## config.mk

```make
export PLATFORM = sky130hd
export DESIGN_NAME = logic_unit_arbiter
export DESIGN_NICKNAME = d
export VERILOG_FILES = /design/src/rtl/logic_unit_arbiter.sv
export SDC_FILE = /design/constraint.sdc
export NUM_CORES = 1
export LEC_CHECK = 0
export BUFFER_PORTS_ARGS = -buffer_cell sky130_fd_sc_hd__buf_2
export CAP_MARGIN = 10
export CORE_AREA = 4 4 105 107
export CTS_BUF_LIST = sky130_fd_sc_hd__clkbuf_8 sky130_fd_sc_hd__clkbuf_16
export DETAILED_ROUTE_END_ITERATION = 16
export DIE_AREA = 0 0 109 111
export HOLD_SLACK_MARGIN = 0.1
export PLACE_DENSITY = 0.56
export SYNTH_ARGS = -nofsm -noshare
export SYNTH_HDL_FRONTEND = slang
export SYNTH_SLANG_ARGS = --single-unit
```

## constraint.sdc

```tcl
create_clock -name clk -period 2.5 [get_ports clk]
set_clock_uncertainty 0.2 [all_clocks]
set_input_delay 0.5 -clock clk [delete_from_list [all_inputs] [get_ports clk]]
set_output_delay 0.5 -clock clk [all_outputs]
set_load 0.005 [all_outputs]
```

## src/rtl/logic_unit_arbiter.sv

```systemverilog
// Two-port round-robin arbiter in front of one shared combinational 32-bit logic unit,
// with a single registered result slot returned over per-port valid/ready.
// Optional define LOGIC_UNIT_ARB_FIXED_PRIO_EN: port 0 always wins contention.
module logic_unit_arbiter #(
  parameter int WIDTH = 32
) (
  input  logic             clk,
  input  logic             rst_n,
  input  logic [1:0]       req_valid,
  output logic [1:0]       req_ready,
  input  logic [1:0]       req0_op,
  input  logic [1:0]       req1_op,
  input  logic [WIDTH-1:0] req0_a,
  input  logic [WIDTH-1:0] req0_b,
  input  logic [WIDTH-1:0] req1_a,
  input  logic [WIDTH-1:0] req1_b,
  output logic [1:0]       rsp_valid,
  input  logic [1:0]       rsp_ready,
  output logic [WIDTH-1:0] rsp_data,
  output logic [1:0]       lu_op,
  output logic [WIDTH-1:0] lu_a,
  output logic [WIDTH-1:0] lu_b,
  input  logic [WIDTH-1:0] lu_o
);

  typedef enum logic {EMPTY, FULL} state_t;

  typedef struct packed {
    logic [1:0]       op;
    logic [WIDTH-1:0] a;
    logic [WIDTH-1:0] b;
  } req_t;

  state_t           state, state_nxt;
  logic             owner, owner_nxt;
  logic             last_grant, last_grant_nxt;
  logic [WIDTH-1:0] slot, slot_nxt;
  logic             can_accept;
  logic [1:0]       grant;
  req_t [1:0]       req;
  req_t             sel;

  assign req[0] = {req0_op, req0_a, req0_b};
  assign req[1] = {req1_op, req1_a, req1_b};

  always_ff @(posedge clk or negedge rst_n) begin
    if (!rst_n) begin
      state      <= EMPTY;
      owner      <= 1'b0;
      last_grant <= 1'b1;
      slot       <= '0;
    end else begin
      state      <= state_nxt;
      owner      <= owner_nxt;
      last_grant <= last_grant_nxt;
      slot       <= slot_nxt;
    end
  end

  always_comb begin
    grant          = 2'b00;
    sel            = '0;
    state_nxt      = state;
    owner_nxt      = owner;
    last_grant_nxt = last_grant;
    slot_nxt       = slot;
    // A full slot can be refilled in the same cycle its owner drains it.
    can_accept     = (state == EMPTY) || rsp_ready[owner];

    if (can_accept) begin
      case (req_valid)
        2'b01:   grant = 2'b01;
        2'b10:   grant = 2'b10;
`ifdef LOGIC_UNIT_ARB_FIXED_PRIO_EN
        2'b11:   grant = 2'b01;
`else
        2'b11:   grant = last_grant ? 2'b01 : 2'b10;
`endif
        default: grant = 2'b00;
      endcase
    end

    if (grant[1])      sel = req[1];
    else if (grant[0]) sel = req[0];

    if (|grant) begin
      state_nxt      = FULL;
      owner_nxt      = grant[1];
      last_grant_nxt = grant[1];
      slot_nxt       = lu_o;
    end else if (state == FULL && rsp_ready[owner]) begin
      state_nxt = EMPTY;
    end
  end

  assign req_ready = grant;
  assign lu_op     = sel.op;
  assign lu_a      = sel.a;
  assign lu_b      = sel.b;
  assign rsp_valid = (state == FULL) ? (owner ? 2'b10 : 2'b01) : 2'b00;
  assign rsp_data  = slot;

endmodule

```

### After elaboration in Yosys (flattened, before gate mapping)

Index checks and enable logic that the tools add are counted.

* muxes and demuxes: 11
* $lt $le $gt $ge: 1
* reductions and logical operators: 4
* bitwise gates (word level): 1
* equal/unequal tests: 3

Operators with widths (number)
* two-way mux 66 bit: 2
* two-way mux 2 bit: 4
* case mux 2 bit (3 select lines): 1
* == test 2 bit, second input constant: 2
* two-way mux 1 bit: 4
* == test 2 x 1 -> 1 bit, second input constant: 1
* < comparator 1 x 2 -> 1 bit, second input constant: 1
* nonzero test 2 bit: 1
* OR reduction 2 bit: 1
* logical AND 1 bit: 1
* logical OR 1 bit: 1
* NOT 1 bit: 1

* word-level logic and storage cells: 24
* flip-flop bits (word level): 35
* input port bits: 170
* output and inout bits: 102

### Depth between registers and ports, before layout

Gate-level depths: netlist (run 1).

* word-level depth: 6
* mapped depth: 6
* mapped depth without buffers: 3

### Worst setup path before layout (run 1)

Ideal clock, no wire load.

* path type: input to output
* start: input req_valid[0]
* end: output lu_a[14]
* data required time: 1.800 ns
* arrival: 1.394 ns
* stages on the path: 6
* buffers on the path: 3
* path slack: 0.406 ns
* path through: buf_2 a21boi_2 buf_2 buf_2 a32oi_1 nor2_1

* longest elaborated chain between the ends: 5
* elaborated cells on any way between the ends: 7
* those cells by class: 3 x eq/ne; 4 x mux

Ends and longest elaborated chain
* start, declared: RTL line 9 `input logic [1:0] req_valid,`
* == test 2 bit / == test 2 x 1 -> 1 bit (equally long branches): RTL line 71 `case (req_valid)`
* case mux 2 bit (3 select lines) *: RTL line 71
* two-way mux 2 bit *: RTL line 70 `if (can_accept) begin`
* two-way mux 66 bit: RTL line 84 `else if (grant[0]) sel = req[0];`
* two-way mux 66 bit *: RTL line 83 `if (grant[1]) sel = req[1];`
* end, declared: RTL line 21 `output logic [WIDTH-1:0] lu_a,`

Every way passes the cells marked *; elsewhere a longest branch is shown, timed or not.

### Final worst setup path (run 1)

* start: register last_grant
* end: output lu_b[29]

* longest elaborated chain between the ends: 5

Ends and longest elaborated chain
* start, declared: RTL line 36 `logic last_grant, last_grant_nxt;`
* start signal, assigned: RTL line 55 `last_grant <= last_grant_nxt;`
* two-way mux 2 bit *: RTL line 77 `2'b11: grant = last_grant ? 2'b01 : 2'b10;`
* case mux 2 bit (3 select lines) *: RTL line 71
* two-way mux 2 bit *: RTL line 70
* two-way mux 66 bit: RTL line 84
* two-way mux 66 bit *: RTL line 83
* end, declared: RTL line 22 `output logic [WIDTH-1:0] lu_b,`

Marked as above.

==> results of run 1 <==
[metrics by stage]
stage | instance area (um^2) | hold WS, ns
finish | 4053 | 0.08963
global route | 4053 | 0.1442
CTS | 4000 | 0.1104
detailed placement | 3882 | 0.2691
global placement | 3882 | 0.2629
floorplan | 2355 | 0.004409
[area by class of cell]
cell class	count	area, um^2	share of cell area
clock inverter	3	43.79	0.01081
tap	136	170.2	0.04199
inverter	1	3.754	0.0009262
multi-input combinational	182	1325	0.3270
timing repair buffer	287	1556	0.3841
clock buffer	5	68.82	0.01698
sequential	35	877.1	0.2164
antenna	3	7.507	0.001852
[registers in the layout, indices dropped and copies added (netlist names)]
name / cells
rsp_data: 32
state: 1
owner: 1
last_grant: 1
[power breakdown]
group / internal (uW) / total, uW / switching, uW / leakage [uW]
registers: 734 / 827 / 92.9 / 0.000405
logic: 751 / 1460 / 706 / 0.00165
clock network: 297 / 509 / 212 / 0.0000581
[metal layers]
metal / part of all wire / wire length [um] / up-vias / track usage
met5: 0.0011 / 12 / - / 0
met4: 0.0079 / 87 / 2 / 0.04714
met3: 0.10 / 1129 / 10 / 0.04310
met2: 0.52 / 5682 / 162 / 0.2875
met1: 0.37 / 4121 / 1506 / 0.1788
li1: - / - / 1495 / -
[worst min-delay path by stage]
stage,end,cells after the start
after global placement,rsp_data[21],1
after detailed placement,rsp_data[21],1
after CTS,rsp_data[18],1
after floorplan,owner,0
final,rsp_data[18],1
after global routing,rsp_data[18],1
[synth_stat cells]
cell and count:
mux2_1 2, a32oi_1 66, and2b_1 1, a31oi_1 1, dfstp_2 1, and2_1 2, o221ai_1 1, buf_2 16
a21boi_2 1, dfrtp_1 34, a21oi_1 1, nand3_1 1, inv_1 1, mux2i_1 1, mux2_2 30, nor2_1 68
nand2b_1 4, nor2b_1 1, buf_6 3, nand2_1 1, clkbuf_1 15, a21oi_2 1
[worst max-delay path: cells and delay by family, from the launching register on]
| family | cells | cell delay, ns |
|---|---|---|
| AO/OA/AOI/OAI | 2 | 0.25 |
| buffers and inverters | 3 | 0.46 |
| flip-flops | 1 | 0.58 |
| AND/OR/NAND/NOR | 1 | 0.06 |
[timing repair]
| item | CTS | global route |
|---|---|---|
| endpoints found under the setup margin | 57 | 68 |
| buffers inserted | 0 | 2 |
| hold buffers | 0 | 0 |
| cloned | 0 | 1 |
| gates resized for setup | 1 | 2 |
[cells by family after synthesis]
family,after synthesis
and+or+nand+nor,78
AOI/OAI and AO/OA,71
DFF,35
buffers and inverters,35
muxes,33
==> qor.yml, run 1 <==
rsz0062_at_grt: "no"
critPathMaxStageDelay_ns: 0.58
synth_top_cell_area_share: 0.3613
arrival_ns: 1.66
worst-setup-path-type: "reg2out"
dp_hpwl_um: 8628
die-area_um2: 12100
nNetsFinal: 682
gp_congestion: 0.8725
cts_tree: "done"
clk_path_buf_depth: 2
wl_per_cell_um: 16.92
fin_ws_ns: 0.1352
total_leakage_power_uw: 0.002118
dr_total_vias: 3175
dp_cells: 638
period_needed_ns: 2.365
worstSkewPairLatency_ns: 0.28
ant_nets: 0
port_buffers: 271
synth.yosys.warnings: 0
die_w_um: 109
drtPass1Iterations: 4
clk_pin_slew_ns: 0.07
synth_xor_area_frac: 0
cts_buffers: 5
syn_area_per_cell_um2: 9.344
syn-cell-area_um2: 2355
drtIter0Drc: 455
status: "finished, final reports clean"
min_path_type: "in2async"
cts_sinks: 35
wirelength_um: 11030
fin_crit_sh: 0.9459
tightest_slew_ns: 0.7762
ioPinCount: 272
stdcell_count: 652
synth_seq_cells: 35
mostFrequentLayoutCell: "buf_2"
drv_slew: 0
rows: 37
end_kind: "output port"
ir_drop_v: 0.0004826
grt_usage: 0.1591
grt_max_degree: 71
die_y_um: 111
worstReg2RegEnd: "rsp_data[17]"
cp_slowest_cell: "dfstp_2"
worst-path-max-fanout: 41
ff2ff_path_depth: 4
antenna_found_initial: 6
r2r-start: "owner"
rrSetupSlack_ns: 0.78
drt_drc_violations_left: 0
power_density_nw_per_um2: 689.1
place_ws_ns: 0.1642
path_cells: "a21boi_4, buf_12, buf_4, a32oi_1, nor2_1, buf_2"
fillers: 1042
setup_viol: 0
grt_pass1_vias: 2943
worstPathRequired_ns: 1.80
total_power_uw: 2793
core-area_um2: 10140
layout_common_cells: "buf_2, nor2_1, a32oi_1"
synth_top_area_cell: "dfrtp_1"
yosysSeqAreaShare: 0.3725
synth_adder_area_share: 0
hold_viol_final: 0
relSlewSlack: 0.4825
cts_root_buf: "clkbuf_8"
grt.overflow.total: 0
syn_nets: 422
grt_pass1_wl_um: 15470
drive_gt1_frac: 0.6452
endpoint: "lu_b[29]"
startpoint_type: "register"
synth_top_family_by_area: "compound AO/OA/AOI/OAI gates"
synthTopCellsByArea: "dfrtp_1, a32oi_1, mux2_2, nor2_1, buf_2"
setup_tns_ns: 0
fmax_mhz: 422.9
initial_utilization: 0.2323
synth_cell_types: 22
ctsHtreeMaxLevel: 2
synth_compound_area_frac: 0.2625
vias_per_cell: 4.870
yosys.area_share.simple: 0.1339
syn_inst: 252
syn_to_final_growth_pct: 72.10
maxCapViolCount: 0
postLayoutCoreUtil: 0.3997
synthMuxAreaShare: 0.1573
critPathLaunch: "last_grant"
(Power assumes the default switching activity.)
==> run 2, diff against run 1 <==
--- a/config.mk
+++ b/config.mk
@@ -5,12 +5,13 @@
 export SDC_FILE = /design/constraint.sdc
 export NUM_CORES = 1
 export LEC_CHECK = 0
+export ABC_AREA = 1
 export BUFFER_PORTS_ARGS = -buffer_cell sky130_fd_sc_hd__buf_2
 export CAP_MARGIN = 10
-export CORE_AREA = 4 4 105 107
+export CORE_AREA = 4 4 104 106
 export CTS_BUF_LIST = sky130_fd_sc_hd__clkbuf_8 sky130_fd_sc_hd__clkbuf_16
 export DETAILED_ROUTE_END_ITERATION = 16
-export DIE_AREA = 0 0 109 111
+export DIE_AREA = 0 0 108 110
 export HOLD_SLACK_MARGIN = 0.1
 export PLACE_DENSITY = 0.56
 export SYNTH_ARGS = -nofsm -noshare
==> run 2 against run 1 <==
  * Area after synthesis down 5.3%
  * First-iteration DRC count down 28%
  * Final cell count up 19%
  * Design area down 4.1%
  * Combinational power up 50%
  * Flip-flop and latch count unchanged
  * Register-to-register slack better by 0.09 ns
==> qor.yml, run 2 <==
synth.yosys.warnings: 0  # unchanged
core-area_um2: 9774  # -3.6%
power_density_nw_per_um2: 935.1  # +36%
nNetsFinal: 810  # +19%
dp_hpwl_um: 8419  # -2.4%
synth_cell_types: 15  # -32%
syn_inst: 373  # +48%
setup_viol: 0  # unchanged
end_kind: "output port"
critPathMaxStageDelay_ns: 0.56  # -0.02 ns
fin_crit_sh: 0.9476  # +0.001679
synth_top_cell_area_share: 0.5098  # +0.1485
syn_to_final_growth_pct: 74.14
drtPass1Iterations: 4  # unchanged
period_needed_ns: 2.369  # +0.004198 ns
worstPathRequired_ns: 1.80  # about the same
seqCellArea_um2: 877.1  # unchanged
fin_ws_ns: 0.1310  # -0.004198 ns
min_path_type: "in2async"
ant_nets: 0  # unchanged
drive_gt1_frac: 0.4649  # -0.1803
multi_input_area_um2: 1196  # -9.7%
vias_per_cell: 4.195  # -14%
ys_top_cells_by_count: "nand2_1, dfrtp_1, buf_2, buf_6, inv_2"
status: "finished, final reports clean"
fmax_mhz: 422.1  # -0.18%
grt.overflow.total: 0  # unchanged
die_y_um: 110  # -0.90%
wirelength_um: 10830  # -1.9%
startpoint_type: "register"
synthTopCellsByArea: "nand2_1, dfrtp_1, buf_2, buf_6, dfstp_2"
maxCapViolCount: 0  # unchanged
grt_usage: 0.1474  # -0.01179
rows: 36  # -2.7%
initial_utilization: 0.2282  # -0.004021
worst-path-max-fanout: 17  # -59%
postLayoutCoreUtil: 0.3975  # -0.002263
clk_pin_slew_ns: 0.08  # about the same
wl_per_cell_um: 13.99  # -17%
gp_congestion: 0.7470  # -14%
mostFrequentLayoutCell: "nand2_1"
arrival_ns: 1.67  # about the same
syn_area_per_cell_um2: 5.981  # -36%
cp_slowest_cell: "dfstp_2"
syn_nets: 543  # +29%
ir_drop_v: 0.0005138  # +6.5%
ioPinCount: 272  # unchanged
grt_max_degree: 69  # -2.8%
synthArstFlopShare: 1.000  # unchanged
grt_pass1_wl_um: 14210  # -8.1%
port_buffers: 271  # unchanged
synth_edf_count: 0  # unchanged
ctsHtreeMaxLevel: 2  # unchanged
cts_tree: "done"
setup_tns_ns: 0  # unchanged
cts_root_buf: "clkbuf_8"
syn-cell-area_um2: 2231  # -5.3%
antenna_found_initial: 0  # -6
dr_total_vias: 3247  # +2.3%
die_w_um: 108  # -0.92%
ys.flop_type: "dfrtp_1"
total_power_uw: 3633  # +30%
relSlewSlack: 0.4947  # +0.01214
layout_common_cells: "nand2_1, buf_2, dfrtp_1"
tightest_slew_ns: 0.7580  # -0.01822 ns
hold_viol_final: 0  # unchanged
worstSkewPairLatency_ns: 0.28  # about the same
grt_pass1_vias: 3018  # +2.5%
drtIter0Drc: 326  # -28%
diodes: 0  # -3
fillers: 1099  # +5.5%
synth_top_area_cell: "nand2_1"
die-area_um2: 11880  # -1.8%
place_ws_ns: 0.1388  # -0.02535 ns
cts_sinks: 35  # unchanged
rsz0062_at_grt: "no"
cts_buffers: 5  # unchanged
crit_top_cell: "nand2_1"
yosysMostFrequentCell: "nand2_1"
drt_drc_violations_left: 0  # unchanged
yosysSeqAreaShare: 0.3932  # +0.02068
clk_path_buf_depth: 2  # unchanged
finalInstanceArea_um2: 3885  # -4.1%
largest_register_ffs: 32  # unchanged
path_cells: "nand2_1, o21ai_1, nand2_2, inv_4, buf_12, nand2_1, nand2_1, buf_2"
drv_slew: 0  # unchanged
worst-setup-path-type: "reg2out"
placed_cell_area_um2: 3672  # -5.4%
total_leakage_power_uw: 0.002615  # +23%
synth_seq_cells: 35  # unchanged
## run 2: worst max-delay path: cells and delay by family (launching register included)
family / cells / cell delay [ns]
flops: 1 / 0.56
buf+inv: 3 / 0.40
simple gates: 4 / 0.32
compound gates: 1 / 0.09
## run 2: cells by family (layout without fill, tap and decap cells)
group,Yosys count,after routing,share of synthesized area
AND/OR/NAND/NOR,307,307,0.5216
flip-flops,35,35,0.3932
buffers and inverters,27,295,0.07290
AO/OA/AOI/OAI,4,4,0.01234
## run 2: metal layers
layer	part of all wire	global-route usage	vias up	wire (um)
met2	0.50	0.2709	161	5445
met1	0.38	0.1694	1428	4102
li1	-	-	1634	-
met4	0.021	0.04148	0	232
met5	0	0	-	0
met3	0.097	0.03727	24	1045
## run 2: worst paths after layout
check	start	to	slack, ns	cells after the start
max	last_grant	lu_a[17]	0.13	8
min	rst_n	rsp_data[0]	0.07	1
max reg2reg	last_grant	rsp_data[20]	0.87	7
min reg2reg	rsp_data[22]	rsp_data[22]	0.28	2
max in group asynchronous	rst_n	rsp_data[9]	1.54	1
min in group clk	lu_o[26]	rsp_data[26]	0.20	3
## run 2: power breakdown
group	internal [uW]	switching [uW]	leakage [uW]	total, uW
Sequential	843	159	0.000430	1000
Combinational	965	1230	0.00214	2190
Clock	225	211	0.0000474	436
Total	2030	1600	0.00262	3630
## run 2: stage by stage
stage               hold WS, ns  cells
floorplan              0.004409    373
detailed placement       0.2644    761
finish                  0.07106    774
global placement         0.2596    761
global route             0.1391    774
CTS                      0.1071    769
## run 2: area by class of cell
cell class,instances,area share
inverter,7,0.008696
timing repair buffer,280,0.3894
clock buffer,6,0.02126
multi-input combinational,311,0.3079
clock inverter,2,0.004187
tap,133,0.04283
sequential,35,0.2258
## run 2: what timing repair did
action | CTS | global route
hold buffers | 0 | 0
buffers inserted | 0 | 1
gates resized for setup | 1 | 5
setup endpoints to repair | 1 | 66
gates cloned | 0 | 4
==> run 3, diff against run 2 <==
--- a/config.mk
+++ b/config.mk
@@ -6,14 +6,16 @@
 export NUM_CORES = 1
 export LEC_CHECK = 0
 export ABC_AREA = 1
+export ABC_CLOCK_PERIOD_IN_PS = 2500
 export BUFFER_PORTS_ARGS = -buffer_cell sky130_fd_sc_hd__buf_2
 export CAP_MARGIN = 10
-export CORE_AREA = 4 4 104 106
+export CORE_AREA = 2 2 105 107
 export CTS_BUF_LIST = sky130_fd_sc_hd__clkbuf_8 sky130_fd_sc_hd__clkbuf_16
 export DETAILED_ROUTE_END_ITERATION = 16
-export DIE_AREA = 0 0 108 110
+export DIE_AREA = 0 0 107 109
 export HOLD_SLACK_MARGIN = 0.1
-export PLACE_DENSITY = 0.56
+export PLACE_DENSITY = 0.53
+export SLEW_MARGIN = 20
 export SYNTH_ARGS = -nofsm -noshare
 export SYNTH_HDL_FRONTEND = slang
 export SYNTH_SLANG_ARGS = --single-unit
==> run 3 against run 2 <==
  * Non-clock buffer count is 1 lower
  * Sequential share of layout area is 0.18 points higher
  * Utilization is 3.4 points lower
  * Wire length is 10% lower
  * Clock-buffer cell count is 1 lower
  * Die area is 1.8% lower
  * Sequential power hardly changed
  * Register-to-register slack worse by 0.26 ns
  * Critical path type unchanged
  * Highest routed layer is now met5
==> qor.yml, run 3 (synthesis gave the netlist of run 2 again) <==
status: "finished, final reports clean"
stdcell_count: 782  # +1.0%
setup_tns_ns: 0  # unchanged
ioPinCount: 272  # unchanged
whs_ns: 0.1005  # +0.02939 ns
cts_sinks: 35  # unchanged
antenna_found_initial: 1  # +1
ctsHtreeMaxLevel: 2  # unchanged
drtPass1Iterations: 4  # unchanged
clk_path_buf_depth: 2  # unchanged
layout_common_cells: "nand2_1, buf_2, dfrtp_1"
cts_root_buf: "clkbuf_8"
power_density_nw_per_um2: 909.3  # -2.8%
gp_congestion: 0.7768  # +4.0%
ff2ff_path_depth: 5  # -2
largest_register_ffs: 32  # unchanged
port_buffers: 271  # unchanged
hold_viol_final: 0  # unchanged
grt_usage: 0.1400  # -0.007353
place_ws_ns: 0.2188  # +0.07996 ns
cts_buffers: 5  # unchanged
rows: 38  # +5.6%
arrival_ns: 1.69  # +0.02 ns
grt_pass1_vias: 2785  # -7.7%
nNetsFinal: 809  # -0.12%
fmax_mhz: 418.8  # -0.79%
fin_crit_sh: 0.9551  # +0.007514
cp_slowest_cell: "dfstp_2"
grt_max_degree: 67  # -2.9%
wirelength_um: 9706  # -10%
initial_utilization: 0.2104  # -0.01783
ir_drop_v: 0.0004466  # -13%
cts_tree: "done"
period_needed_ns: 2.388  # +0.01878 ns
die_w_um: 107  # -0.93%
path_cells: "nand2_1, o21ai_1, nand2_2, inv_2, buf_12, nand2_1, nand2_1, buf_2"
end_kind: "output port"
worst-setup-path-type: "reg2out"
relSlewSlack: 0.4447  # -0.04999
critPathLaunch: "last_grant"
dp_hpwl_um: 7431  # -12%
critPathMaxStageDelay_ns: 0.56  # about the same
cp.depth: 8  # unchanged
wl_per_cell_um: 12.41  # -11%
seqCellArea_um2: 877.1  # unchanged
worstReg2RegEnd: "rsp_data[20]"
clk_pin_slew_ns: 0.07  # about the same
mostFrequentLayoutCell: "nand2_1"
ant_nets: 0  # unchanged
drtIter0Drc: 197  # -40%
rrSetupSlack_ns: 0.61  # -0.26 ns
crit_family: "flip-flops"
worstPathRequired_ns: 1.80  # about the same
fin_ws_ns: 0.1122  # -0.01878 ns
drive_gt1_frac: 0.4625  # -0.002399
die-area_um2: 11660  # -1.8%
postLayoutCoreUtil: 0.3636  # -0.03388
setup_viol: 0  # unchanged
crit_top_cell: "nand2_1"
tightest_slew_ns: 0.8329  # +0.07487 ns
rsz0062_at_grt: "no"
drv_slew: 0  # unchanged
syn_to_final_growth_pct: 72.80
die_y_um: 109  # -0.91%
multi_input_area_um2: 1191  # -0.42%
dp_cells: 769  # +1.1%
maxCapViolCount: 0  # unchanged
core-area_um2: 10600  # +8.5%
grt_pass1_wl_um: 13080  # -8.0%
drt_drc_violations_left: 0  # unchanged
fillers: 1184  # +7.7%
startpoint_type: "register"
vias_per_cell: 4.040  # -3.7%
dr_total_vias: 3159  # -2.7%
min_path_type: "in2async"
total_leakage_power_uw: 0.002599  # -0.60%
grt.overflow.total: 0  # unchanged
holdBufCountCts: 0  # unchanged
r2r-start: "last_grant"
path_buf_inv: 3  # unchanged
worst-path-max-fanout: 55  # +38
worstSkewPairLatency_ns: 0.27  # about the same
==> run 3: cell types whose count changed in the layout (fill, tap and decap cells not counted), sizes merged <==
cell | previous run | this run
inv | 6 | 8
clkbuf | 9 | 7
clkinv | 2 | 1
diode | 0 | 2
==> run 3: cell type report <==
cell class                      instances  share of cell area
Multi-Input combinational cell        311              0.3090
Antenna cell                            2            0.001298
Timing Repair Buffer                  279              0.3872
Sequential cell                        35              0.2275
Inverter                                7            0.007465
Tap cell                              140             0.04544
Clock buffer                            5             0.01785
Clock inverter                          3            0.004219
==> run 3: routing by layer <==
layer | global-route usage | up-vias | wire (um)
met5 | 0 | - | 12
met4 | 0.03525 | 2 | 100
met3 | 0.03766 | 12 | 776
met2 | 0.2571 | 137 | 4962
met1 | 0.1614 | 1373 | 3854
li1 | - | 1635 | -
==> run 3: worst register-to-register path: cells and delay by family, from the launching register on <==
| family | cells | cell delay, ns |
|---|---|---|
| compound gates | 2 | 0.73 |
| buf+inv | 1 | 0.23 |
| flops | 1 | 0.56 |
| simple gates | 2 | 0.12 |
==> run 3: worst max path at each step <==
stage / end / slack (ns)
after global placement: lu_a[14] / 0.28
after global routing: lu_b[25] / 0.008
after floorplan: lu_a[10] / 0.60
after CTS: lu_a[10] / 0.04
final: lu_a[14] / 0.11
after detailed placement: lu_a[10] / 0.22
==> run 3: power by group <==
part | internal [uW] | switching, uW
logic | 937 | 1180
registers | 843 | 155
clock network | 191 | 200
==> run 3: timing repair <==
item                       4_1_cts  5_1_grt
setup endpoints to repair        0       40
setup buffers                    0        0
gates resized for setup          0        1
hold endpoints to repair         0        0
==> run 3: stage by stage <==
| stage | power, uW | instance area (um^2) |
|---|---|---|
| after floorplan | 2082 | 2231 |
| after detailed placement | 3063 | 3701 |
| after CTS | 3477 | 3786 |
| final | 3505 | 3855 |
| after global placement | 3038 | 3701 |
| after global routing | 3881 | 3850 |
